<file path="src/rtl/uart_pkg.sv">
// Shared definitions for the demod UART receive path: FSM encodings and bit-timing helpers.
package uart_pkg;

    typedef enum logic [1:0] {
        IDLE,
        START,
        DATA,
        STOP
    } bit_state_e;

    typedef enum logic {
        WAIT_HI,
        WAIT_LO
    } pair_state_e;

    function automatic int cycles_per_bit(input int clk_hz, input int bit_rate);
        return clk_hz / bit_rate;
    endfunction

    function automatic int half_bit(input int clk_hz, input int bit_rate);
        return cycles_per_bit(clk_hz, bit_rate) / 2;
    endfunction

endpackage

</file>
<file path="src/rtl/uart_rx.sv">
// 8N1 UART byte receiver: two-flop synchroniser, mid-bit sampling FSM and LSB-first shift register.
// byte_valid/frame_err are registered one cycle after the stop-bit sample; optional rx_idle with DEMOD_RX_TIMEOUT_EN.
module uart_rx
    import uart_pkg::*;
#(
    parameter int CLK_HZ       = 100000000,
    parameter int BIT_RATE     = 115200,
    parameter int PAYLOAD_BITS = 8
) (
    input  logic                    clk,
    input  logic                    rst,
    input  logic                    rxd,
    output logic                    byte_valid,
    output logic [PAYLOAD_BITS-1:0] byte_data,
    output logic                    frame_err,
    output logic                    busy
`ifdef DEMOD_RX_TIMEOUT_EN
    ,
    output logic                    rx_idle
`endif
);

    localparam int CPB = cycles_per_bit(CLK_HZ, BIT_RATE);
    localparam int HALF = half_bit(CLK_HZ, BIT_RATE);
    localparam int CW = $clog2(CPB + 1);
    localparam int IW = $clog2(PAYLOAD_BITS);
    localparam logic [CW-1:0] CPB_LAST = CW'(CPB - 1);
    localparam logic [CW-1:0] HALF_LAST = CW'(HALF - 1);
    localparam logic [IW-1:0] IDX_LAST = IW'(PAYLOAD_BITS - 1);

    logic                    sync1_q;
    logic                    rxd_s_q;
    bit_state_e              state_q;
    logic [CW-1:0]           cnt_q;
    logic [IW-1:0]           bit_idx_q;
    logic [PAYLOAD_BITS-1:0] shift_q;
    logic                    byte_valid_q;
    logic                    frame_err_q;
    logic                    busy_q;

    always_ff @(posedge clk) begin
        if (rst) begin
            sync1_q      <= 1'b1;
            rxd_s_q      <= 1'b1;
            state_q      <= IDLE;
            cnt_q        <= '0;
            bit_idx_q    <= '0;
            shift_q      <= '0;
            byte_valid_q <= 1'b0;
            frame_err_q  <= 1'b0;
            busy_q       <= 1'b0;
        end else begin
            sync1_q      <= rxd;
            rxd_s_q      <= sync1_q;
            byte_valid_q <= 1'b0;
            frame_err_q  <= 1'b0;
            cnt_q        <= cnt_q + CW'(1);
            case (state_q)
                IDLE: begin
                    cnt_q <= '0;
                    if (!rxd_s_q) state_q <= START;
                end
                START: begin
                    if (cnt_q == HALF_LAST) begin
                        cnt_q <= '0;
                        // busy only asserts once the start bit is confirmed, so glitches never show
                        if (!rxd_s_q) begin
                            state_q   <= DATA;
                            busy_q    <= 1'b1;
                            bit_idx_q <= '0;
                        end else begin
                            state_q <= IDLE;
                        end
                    end
                end
                DATA: begin
                    if (cnt_q == CPB_LAST) begin
                        cnt_q     <= '0;
                        shift_q   <= {rxd_s_q, shift_q[PAYLOAD_BITS-1:1]};
                        bit_idx_q <= bit_idx_q + IW'(1);
                        if (bit_idx_q == IDX_LAST) state_q <= STOP;
                    end
                end
                STOP: begin
                    if (cnt_q == CPB_LAST) begin
                        state_q      <= IDLE;
                        busy_q       <= 1'b0;
                        byte_valid_q <= rxd_s_q;
                        frame_err_q  <= !rxd_s_q;
                    end
                end
                default: state_q <= IDLE;
            endcase
        end
    end

    assign byte_valid = byte_valid_q;
    assign byte_data  = shift_q;
    assign frame_err  = frame_err_q;
    assign busy       = busy_q;
`ifdef DEMOD_RX_TIMEOUT_EN
    assign rx_idle    = (state_q == IDLE);
`endif

endmodule

</file>
<file path="src/rtl/uart_rx_demod.sv">
// Reassembles {hi, lo} UART byte pairs into 12-bit demod samples; demod_valid/sync_err two cycles after the stop sample.
// Optional WAIT_LO idle timeout with resync when DEMOD_RX_TIMEOUT_EN is defined.
module uart_rx_demod
    import uart_pkg::*;
#(
    parameter int CLK_HZ            = 100000000,
    parameter int BIT_RATE          = 115200,
    parameter int PAYLOAD_BITS      = 8
`ifdef DEMOD_RX_TIMEOUT_EN
    ,
    parameter int IDLE_TIMEOUT_BITS = 20
`endif
) (
    input  logic        clk,
    input  logic        rst,
    input  logic        uart_rxd,
    output logic [11:0] demod,
    output logic        demod_valid,
    output logic        frame_err,
    output logic        sync_err,
    output logic        busy
);

    logic                    rx_byte_valid;
    logic [PAYLOAD_BITS-1:0] rx_byte_data;
    logic                    rx_frame_err;
    logic                    rx_busy;

    pair_state_e pair_q;
    logic [3:0]  hi_q;
    logic [11:0] demod_q;
    logic        demod_valid_q;
    logic        sync_err_q;

`ifdef DEMOD_RX_TIMEOUT_EN
    localparam int TO_CYC = IDLE_TIMEOUT_BITS * cycles_per_bit(CLK_HZ, BIT_RATE);
    localparam int TW = $clog2(TO_CYC + 1);
    localparam logic [TW-1:0] TO_LAST = TW'(TO_CYC - 1);

    logic          rx_idle;
    logic [TW-1:0] to_cnt_q;
    logic          to_run;
    logic          to_fire;

    assign to_run  = (pair_q == WAIT_LO) && rx_idle;
    assign to_fire = to_run && (to_cnt_q == TO_LAST);
`endif

    uart_rx #(
        .CLK_HZ       (CLK_HZ),
        .BIT_RATE     (BIT_RATE),
        .PAYLOAD_BITS (PAYLOAD_BITS)
    ) u_rx (
        .clk        (clk),
        .rst        (rst),
        .rxd        (uart_rxd),
        .byte_valid (rx_byte_valid),
        .byte_data  (rx_byte_data),
        .frame_err  (rx_frame_err),
        .busy       (rx_busy)
`ifdef DEMOD_RX_TIMEOUT_EN
        ,
        .rx_idle    (rx_idle)
`endif
    );

    always_ff @(posedge clk) begin
        if (rst) begin
            pair_q        <= WAIT_HI;
            hi_q          <= '0;
            demod_q       <= '0;
            demod_valid_q <= 1'b0;
            sync_err_q    <= 1'b0;
        end else begin
            demod_valid_q <= 1'b0;
            sync_err_q    <= 1'b0;
            // a framing error discards any pending hi nibble silently
            if (rx_frame_err) begin
                pair_q <= WAIT_HI;
            end else if (rx_byte_valid) begin
                case (pair_q)
                    WAIT_HI: begin
                        if (rx_byte_data[7:4] == 4'h0) begin
                            hi_q   <= rx_byte_data[3:0];
                            pair_q <= WAIT_LO;
                        end else begin
                            sync_err_q <= 1'b1;
                        end
                    end
                    WAIT_LO: begin
                        demod_q       <= {hi_q, rx_byte_data[7:0]};
                        demod_valid_q <= 1'b1;
                        pair_q        <= WAIT_HI;
                    end
                    default: pair_q <= WAIT_HI;
                endcase
            end
`ifdef DEMOD_RX_TIMEOUT_EN
            else if (to_fire) begin
                pair_q     <= WAIT_HI;
                sync_err_q <= 1'b1;
            end
`endif
        end
    end

`ifdef DEMOD_RX_TIMEOUT_EN
    always_ff @(posedge clk) begin
        if (rst) begin
            to_cnt_q <= '0;
        end else if (to_run && !to_fire) begin
            to_cnt_q <= to_cnt_q + TW'(1);
        end else begin
            to_cnt_q <= '0;
        end
    end
`endif

    assign demod       = demod_q;
    assign demod_valid = demod_valid_q;
    assign frame_err   = rx_frame_err;
    assign sync_err    = sync_err_q;
    assign busy        = rx_busy;

endmodule
</file>
<file path="config.mk">
export PLATFORM = sky130hd
export DESIGN_NAME = uart_rx_demod
export DESIGN_NICKNAME = d
export VERILOG_FILES = /design/src/rtl/uart_pkg.sv /design/src/rtl/uart_rx.sv /design/src/rtl/uart_rx_demod.sv
export SDC_FILE = /design/constraint.sdc
export NUM_CORES = 1
export LEC_CHECK = 0
export ABC_CLOCK_PERIOD_IN_PS = 1700
export CAP_MARGIN = 10
export CORE_MARGIN = 1.5
export CORE_UTILIZATION = 49
export DETAILED_ROUTE_END_ITERATION = 7
export PLACE_DENSITY = 0.78
export REMOVE_ABC_BUFFERS = 1
export SYNTH_ARGS = -nofsm -noshare
export SYNTH_HDL_FRONTEND = slang
export SYNTH_SLANG_ARGS = --single-unit
</file>
<file path="constraint.sdc">
create_clock -name clk -period 1.7 [get_ports clk]
set_clock_uncertainty 0.05 [all_clocks]
set_input_delay 0.425 -clock clk [delete_from_list [all_inputs] [get_ports clk]]
set_output_delay 0.425 -clock clk [all_outputs]
set_load 0.02 [all_outputs]
</file>
# Yosys cells after proc, flatten, opt, wreduce, memory -nomap -nowiden
# Cells that the tools add are included.
# totals
inputBits	3
out_inout_bits	16
ff_bits	47
word_cells	70
# op_classes
n_mux	22
eq_ne	12
n_reduce_logical	15
n_addsub	2
bitwise_logic	5
# ops
op	n
$pmux 10 s3	1
$mux 10	2
$mux 2	6
$reduce_and 4->1	3
$add 10x1->10 const B	1
$eq 10x10->1 const B	1
$eq 10x9->1 const B	1
$mux 3	3
$ne 2x1->1 const B	4
$pmux 2 s4	1
$mux 1	6
$pmux 3 s2	1
$reduce_or 3->1	2
$not 1->1	5
$reduce_and 5->1	1
$eq 2x2->1 const B	2
$logic_not 4->1	1
$ne 2x2->1 const B	2
$pmux 1 s2	2
$reduce_bool 2->1	2
$reduce_or 4->1	1
$add 3x1->3 const B	1
$eq 3x3->1 const B	1
$reduce_and 3->1	1
5 further kinds	5

# Longest topological paths before layout
# Gate-level depths: netlist (run 1).
# depth
ltp_word	4
ltp_mapped	6
ltp_nobuf	6

# Hierarchy
# A second synthesis (run 1) with hierarchy kept.
# hier_totals
cells_unflattened	212
area_unflattened_um2	1969.4
# by_module_without_submodules
module	cells_each	seq_area_each_um2	instances	area_per_inst_um2
uart_rx	131	560.5	1	1221.2
uart_rx_demod	81	380.4	1	748.2

# Worst setup path before layout (run 1)
# Ideal clock, no wire load.
# synth_timing
path_type	reg2reg
startpoint	reg u_rx.cnt_q[0]
endpoint	reg u_rx.bit_idx_q[0]
period_less_slack_ps	1703
setup_ps	131
stages_incl_launch_ff	7
required_time_ps	1519
setup_slack_ps	-3
n_path_buf	1
arrival_time_ps	1522
path_cell_list	dfxtp_1 > ha_1 > nand3b_1 > or4b_4 > buf_2 > nand3_1 > a21oi_2
# synth_via
elab_chain_cells	3
word_cells_on_any_way	5
cone_classes	eq/ne: 4; reduce/logical: 1
# synth_lines
item	line_no	text
from (decl)	uart_rx.sv:34	logic [CW-1:0] cnt_q;
from (signal assigned)	uart_rx.sv:57	cnt_q <= cnt_q + CW'(1);
$eq 10x10->1 or $eq 10x9->1 (tied branches)	uart_rx.sv:77, uart_rx.sv:64	
$ne 2x1->1 (no source line)	--	
$reduce_and 4->1 (no source line) (*)	--	
to (signal assigned)	uart_rx.sv:80	bit_idx_q <= bit_idx_q + IW'(1);
to (decl)	uart_rx.sv:35	logic [IW-1:0] bit_idx_q;
# Mark *: on every way between the ends. The rest lies on a longest branch, timed or not.
# A chain may end at the register's enable or synchronous reset.

# Worst setup path after layout (run 1)
# layout_timing
startpoint	reg u_rx.cnt_q[3]
endpoint	reg u_rx.bit_idx_q[0]
# Same word-level chain as after synthesis.

==> impl_results.md, run 1 <==
- Clock tree from TritonCTS: done
- #FFs+latches synth: 47
- Clock share of power: 0.407
- First-pass GRT wire length: 6020 um
- Vias in the first global route: 1371
- RD Place Congestion: 0.790
- Fill count: 325
- Layout cells sized above 1: 0.179
- Largest cells by area after synthesis: dfxtp_1 (51%), mux2i_1 (8.7%), nor2_1 (6.3%)
- Avg Cell Area, Syn: 9.35 um2
- Unique masters post-synth: 36
- Final hold vios: 0
- End of the critical path: u_rx.bit_idx_q[0]
- Prevailing post-synth register cell: dfxtp_1
- Initial antenna violation count: 0
- Critical Setup Path Class: reg2reg
- Psw: 392 uW
- First drt pass iteration count: 4
- Worst VDD drop: 712 uV
- Cts-stage hold buffer count: 0
- Setup crit end kind: flip-flop
- Gate power share: 0.024
- Pint: 1550 uW
- Nets: 242
- Area leader, netlist: dfxtp_1
- WHS: 362 ps
- Clock transition at path regs: 80 ps
- Crit path DAT: 1860 ps
- Worst skew pair latency: 300 ps
- Ys async rst share: 0
- Top-Level Pins: 19
- # DRC: 0
- Syn-to-layout area delta: 26.8%
- Full die area: 0.00415 mm2
- GR Util All Layers: 0.188
- DRT iter0 DRCs: 85
- Cell Area, Placed: 0.00218 mm2
- N_diodes: 0
- Die height: 64.5 um
- Pwr dens: 829 mW/mm2
- Part of the cycle the worst path needs: 0.980
- RSZ-0062 raised after global routing: true
- DR vias/cell: 5.20
- Post-synthesis cell count: 198
- Setup crit start kind: flip-flop
- Tmin final: 1670 ps
- Slew @ Worst Pin: 349 ps
- Dpl ws: -24.0 ps
- I/O Buffers: 18
- Die width: 64.5 um
- Req. time, crit path: 1890 ps
- Placeable Area: 0.00363 mm2
- Register share of total power: 0.569
- Max-cap violations: 0
- Worst r2r src: u_rx.cnt_q[3]
- YS warnings: 0
- Mapped Area: 0.00185 mm2
- Share of the synthesized area in the top cell type: 0.508
- Most frequent cells in the layout: dfxtp_1 (42), nor2_1 (31), buf_4 (19), nand2_1 (16), mux2i_1 (16)
- Max Buffers Root-to-Sink: 2
- Critical path origin: u_rx.cnt_q[3]
- Routed WL per cell: 12.9 um
- Worst-path maximum fanout: 8
- CTS sink count: 47
- Final setup fails: 0
- R2r endpoint: u_rx.bit_idx_q[0]
- Via count: 1471
- Site Rows: 22
- Sw Ratio: 0.201
- Post-synth EDFFs: 0
- Status: complete, no violations
- Final Max Tran Viols: 0
- Hold WC Path Type: reg2reg
- Pin count of the biggest net entering global routing: 24
- Worst Reg-to-Reg Cells: 4
- Tot Pwr: 1950 uW
- Register area share after synthesis: 0.508
- R2R setup slack: 30 ps
- ANT nets after route: 0
- Leading cell type in the layout, fill and taps excluded: dfxtp_1
- Initial core utilization: 0.509
- Routed WL: 3650 um
- Final WS setup: 34.4 ps
- Design Area, Final: 0.00235 mm2
- Fmax: 600 MHz
- TritonCTS Buffers: 5
- CTS HTree Levels: 2
- Root buffer cell: clkbuf_8
- Grt ovf: 0
- Final HPWL DP: 2530 um
- Pleak: 0.00106 uW
- Max-slew headroom: 0.765
power groups by stage:
| stage | Clock, uW | Sequential, uW | Combinational [uW] |
|---|---|---|---|
| 2_1_floorplan | 0 | 1130 | 11.7 |
| 3_3_place_gp | 0 | 1130 | 41.4 |
| 3_5_place_dp | 0 | 1130 | 42.4 |
| 4_1_cts | 801 | 1110 | 45.3 |
| 5_1_grt | 855 | 1110 | 52.7 |
| 6_report | 791 | 1110 | 47.4 |
final cells by class:
class / instances / area (um2) / share of cell area
sequential: 47 / 947 / 0.404
timing repair buffer: 38 / 322 / 0.137
inverter: 3 / 11.3 / 0.00480
tap: 48 / 60.1 / 0.0256
multi-input combinational: 140 / 901 / 0.384
clock buffer: 5 / 68.8 / 0.0293
clock inverter: 2 / 37.5 / 0.0160
state kept, by name (all words and copies together) (netlist names), named ones only:
register	count
hi_q	4
u_rx.frame_err	1
u_rx.state_q	1
pair_q	1
u_rx.cnt_q	10
demod	12
u_rx.sync1_q	1
demod_valid	1
u_rx.bit_idx_q	3
u_rx.rxd_s_q	1
u_rx.byte_valid	1
u_rx.byte_data	8
u_rx.busy	1
sync_err	1
worst min path at each step:
stage,from,end,depth (start not counted)
2_1_floorplan,u_rx.sync1_q,u_rx.rxd_s_q,1
3_3_place_gp,u_rx.sync1_q,u_rx.rxd_s_q,1
3_5_place_dp,u_rx.sync1_q,u_rx.rxd_s_q,1
4_1_cts,u_rx.sync1_q,u_rx.rxd_s_q,1
5_1_grt,u_rx.sync1_q,u_rx.rxd_s_q,1
6_report,u_rx.sync1_q,u_rx.rxd_s_q,1
cells in the mapped netlist (all sizes together) (2+ instances only):
master	n
a21o	2
a21oi	12
and2	3
and3	2
buf	3
clkbuf	5
dfxtp	47
ha	4
inv	3
mux2i	16
nand2	16
nand3	15
nand3b	2
nand4	4
nor2	31
nor2b	2
nor3	4
o21ai	2
or2	4
xor2	7
worst max-delay path: stages (launching register included):
cell     delay [ps]
dfxtp_2         340
or2_4           250
or4b_4          590
or2_1           250
a21oi_2         130
layer usage:
layer  wire, um  up-vias  share of wire  track usage
met2       1820       28           0.50        0.323
met5          0        -              0            0
met1       1600      687           0.44        0.208
met3        151        9          0.041       0.0521
li1           -      747              -            -
met4         81        0          0.022        0.109
stage by stage:
stage | setup TNS [ps] | instances | utilization
after floorplan | -1220 | 190 | -
after global placement | 0 | 273 | 0.601
after detailed placement | -48.4 | 273 | 0.601
after CTS | 0 | 283 | 0.633
after global routing | -0.890 | 283 | 0.646
final | 0 | 283 | 0.646
kinds of logic (layout without fill, tap and decap cells):
logic type / Yosys count / after routing / share of synthesized area
buf+inv: 11 / 48 / 0.0243
mux: 17 / 17 / 0.0926
fa+ha+maj: 4 / 4 / 0.0270
xor+xnor: 8 / 8 / 0.0379
compound gates: 20 / 20 / 0.0663
simple gates: 91 / 91 / 0.243
flops: 47 / 47 / 0.508
what timing repair did:
item | CTS | global route
gates resized for setup | 17 | 11
setup buffers | 3 | 0
endpoints found under the setup margin | 21 | 20
pin swaps | 1 | 2
hold endpoints to repair | 0 | 0
Power figures use the tool's default switching activity.
==> run 2: changes to the inputs <==
CAP_MARGIN = 30   (was 10)
==> results of run 2 <==
Final layout, timing and power as in run 1 (identical DEF).
==> run 3: changes to the inputs <==
SETUP_SLACK_MARGIN = 0.05   (was not set)
SLEW_MARGIN = 5   (was not set)
==> run 3 against run 2 <==
Effect of this change: setup slack gained 10 ps; sequential share of layout area shrank 0.40 points; final area increased by 1.0%; critical path depth did not move; clock power fell by 0.6%; global-route usage about the same; register-to-register slack about the same; die area stayed put; total power fell by 0.24%; final cell count up 0.71%; combinational power is essentially flat; wire length up 0.82%.
==> impl_results.md, run 3 (synthesized netlist as in run 1, its figures left out) <==
- Status: complete, no violations
- Worst skew pair latency: 300 ps (about the same)
- Crit path DAT: 1850 ps (about the same)
- Die height: 64.5 um (unchanged)
- DP Cell Count: 273 (unchanged)
- Max Buffers Root-to-Sink: 2 (unchanged)
- CTS sink count: 47 (unchanged)
- R2r endpoint: u_rx.bit_idx_q[0]
- I/O Buffers: 18 (unchanged)
- Req. time, crit path: 1890 ps (about the same)
- Critical Setup Path Class: reg2reg
- Slew @ Worst Pin: 353 ps (+3.84 ps)
- Nets: 244 (+0.83%)
- Hold EP: u_rx.rxd_s_q
- Cts-stage hold buffer count: 0 (unchanged)
- Final Non-Filler Cells: 285 (+0.71%)
- Final HPWL DP: 2530 um (unchanged)
- Setup crit start kind: flip-flop
- RSZ-0062 raised after global routing: true
- RD Place Congestion: 0.790 (unchanged)
- Layout cells sized above 1: 0.194 (+0.0154)
- Worst VDD drop: 708 uV (-0.53%)
- Dpl ws: -24.0 ps (unchanged)
- Pin count of the biggest net entering global routing: 24 (unchanged)
- GR Util All Layers: 0.189 (+0.000371)
- DRT iter0 DRCs: 97 (+14%)
- Top-Level Pins: 19 (unchanged)
- # DRC: 0 (unchanged)
- Initial core utilization: 0.509 (unchanged)
- Leading cell type in the layout, fill and taps excluded: dfxtp_1
- Pwr dens: 819 mW/mm2 (-1.2%)
- Worst-path maximum fanout: 8 (unchanged)
- Pleak: 0.00104 uW (-1.7%)
- DR vias/cell: 5.23 (+0.58%)
- Hold depth: 1 (unchanged)
- Setup crit end kind: flip-flop
- Clock transition at path regs: 80 ps (about the same)
- Placeable Area: 0.00363 mm2 (unchanged)
- Hold WC Path Type: reg2reg
- Min-delay src: u_rx.sync1_q
- Fmax: 604 MHz (+0.60%)
- Max-slew headroom: 0.763 (-0.00259)
- Final WS setup: 44.3 ps (+9.96 ps)
- Vias in the first global route: 1378 (+0.51%)
- R2R setup slack: 40 ps (about the same)
- Clock tree from TritonCTS: done
- Final hold vios: 0 (unchanged)
- Number of flip-flops in the largest register: 12 (unchanged)
- Worst r2r src: u_rx.cnt_q[3]
- Worst Reg-to-Reg Cells: 4 (unchanged)
- First drt pass iteration count: 4 (unchanged)
- Tmin final: 1660 ps (-9.96 ps)
- Most frequent cells in the layout: dfxtp_1 (42), nor2_1 (31), buf_4 (21), mux2i_1 (16), dlygate4sd2_1 (16)
- Routed WL per cell: 12.9 um (+0.11%)
- N_diodes: 0 (unchanged)
- Die width: 64.5 um (unchanged)
- CTS HTree Levels: 2 (unchanged)
- TritonCTS Buffers: 5 (unchanged)
- Full die area: 0.00415 mm2 (unchanged)
- Site Rows: 22 (unchanged)
- Layout Utilization: 0.653 (+0.00654)
- Final Max Tran Viols: 0 (unchanged)
- Initial antenna violation count: 0 (unchanged)
- Grt ovf: 0 (unchanged)
- Final setup fails: 0 (unchanged)
- Via count: 1490 (+1.3%)
- Routed WL: 3680 um (+0.82%)
- ANT nets after route: 0 (unchanged)
- Root buffer cell: clkbuf_8
- First-pass GRT wire length: 6030 um (+0.23%)
- Max-cap violations: 0 (unchanged)
- Syn-to-layout area delta: 28.1%
- Part of the cycle the worst path needs: 0.974 (-0.00586)
run 3: layout make-up:
class | count | area (um2)
multi-input combinational | 140 | 917
clock inverter | 2 | 37.5
inverter | 3 | 11.3
fill | 323 | 1260
timing repair buffer | 40 | 329
sequential | 47 | 947
clock buffer | 5 | 68.8
tap | 48 | 60.1
run 3: through the flow:
step / setup TNS (ps) / area (um2) / hold slack, ps / power [uW]
final: 0 / 2370 / 362 / 1940
after global routing: 0 / 2370 / 388 / 2010
after CTS: 0 / 2330 / 362 / 1950
after detailed placement: -48.4 / 2180 / 343 / 1180
after global placement: 0 / 2180 / 343 / 1170
after floorplan: -1220 / 1820 / 339 / 1150
run 3: timing repair:
action / CTS / global route
resized for setup: 23 / 8
pin swaps: 3 / 4
setup buffers: 4 / 1
setup endpoints to repair: 31 / 19
run 3: worst max path at each step:
stage,from,endpoint,slack (ps),cells past startpoint
after CTS,u_rx.cnt_q[0],u_rx.bit_idx_q[0],10,5
after global placement,u_rx.cnt_q[0],u_rx.bit_idx_q[0],50,5
after global routing,u_rx.cnt_q[3],u_rx.byte_data[5],10,5
after floorplan,flip-flop,u_rx.bit_idx_q[0],-220,4
final,u_rx.cnt_q[3],u_rx.bit_idx_q[0],40,4
after detailed placement,u_rx.cnt_q[0],u_rx.bit_idx_q[0],-20,5
run 3: routing by layer:
metal / global-route usage / part of all wire
met1: 0.207 / 0.43
met2: 0.326 / 0.51
met3: 0.0521 / 0.043
met4: 0.109 / 0.018
met5: 0 / 0
run 3: power breakdown:
part	internal, uW	leakage [uW]	switching [uW]
Clock	429	0.0000502	357
Combinational	20.9	0.000610	26.9
Sequential	1100	0.000382	3.16
run 3: critical path: stages, from the launching register on:
cell	delay (ps)
dfxtp_2	340
or2_4	260
or4b_4	600
or2_1	240
a21oi_2	110
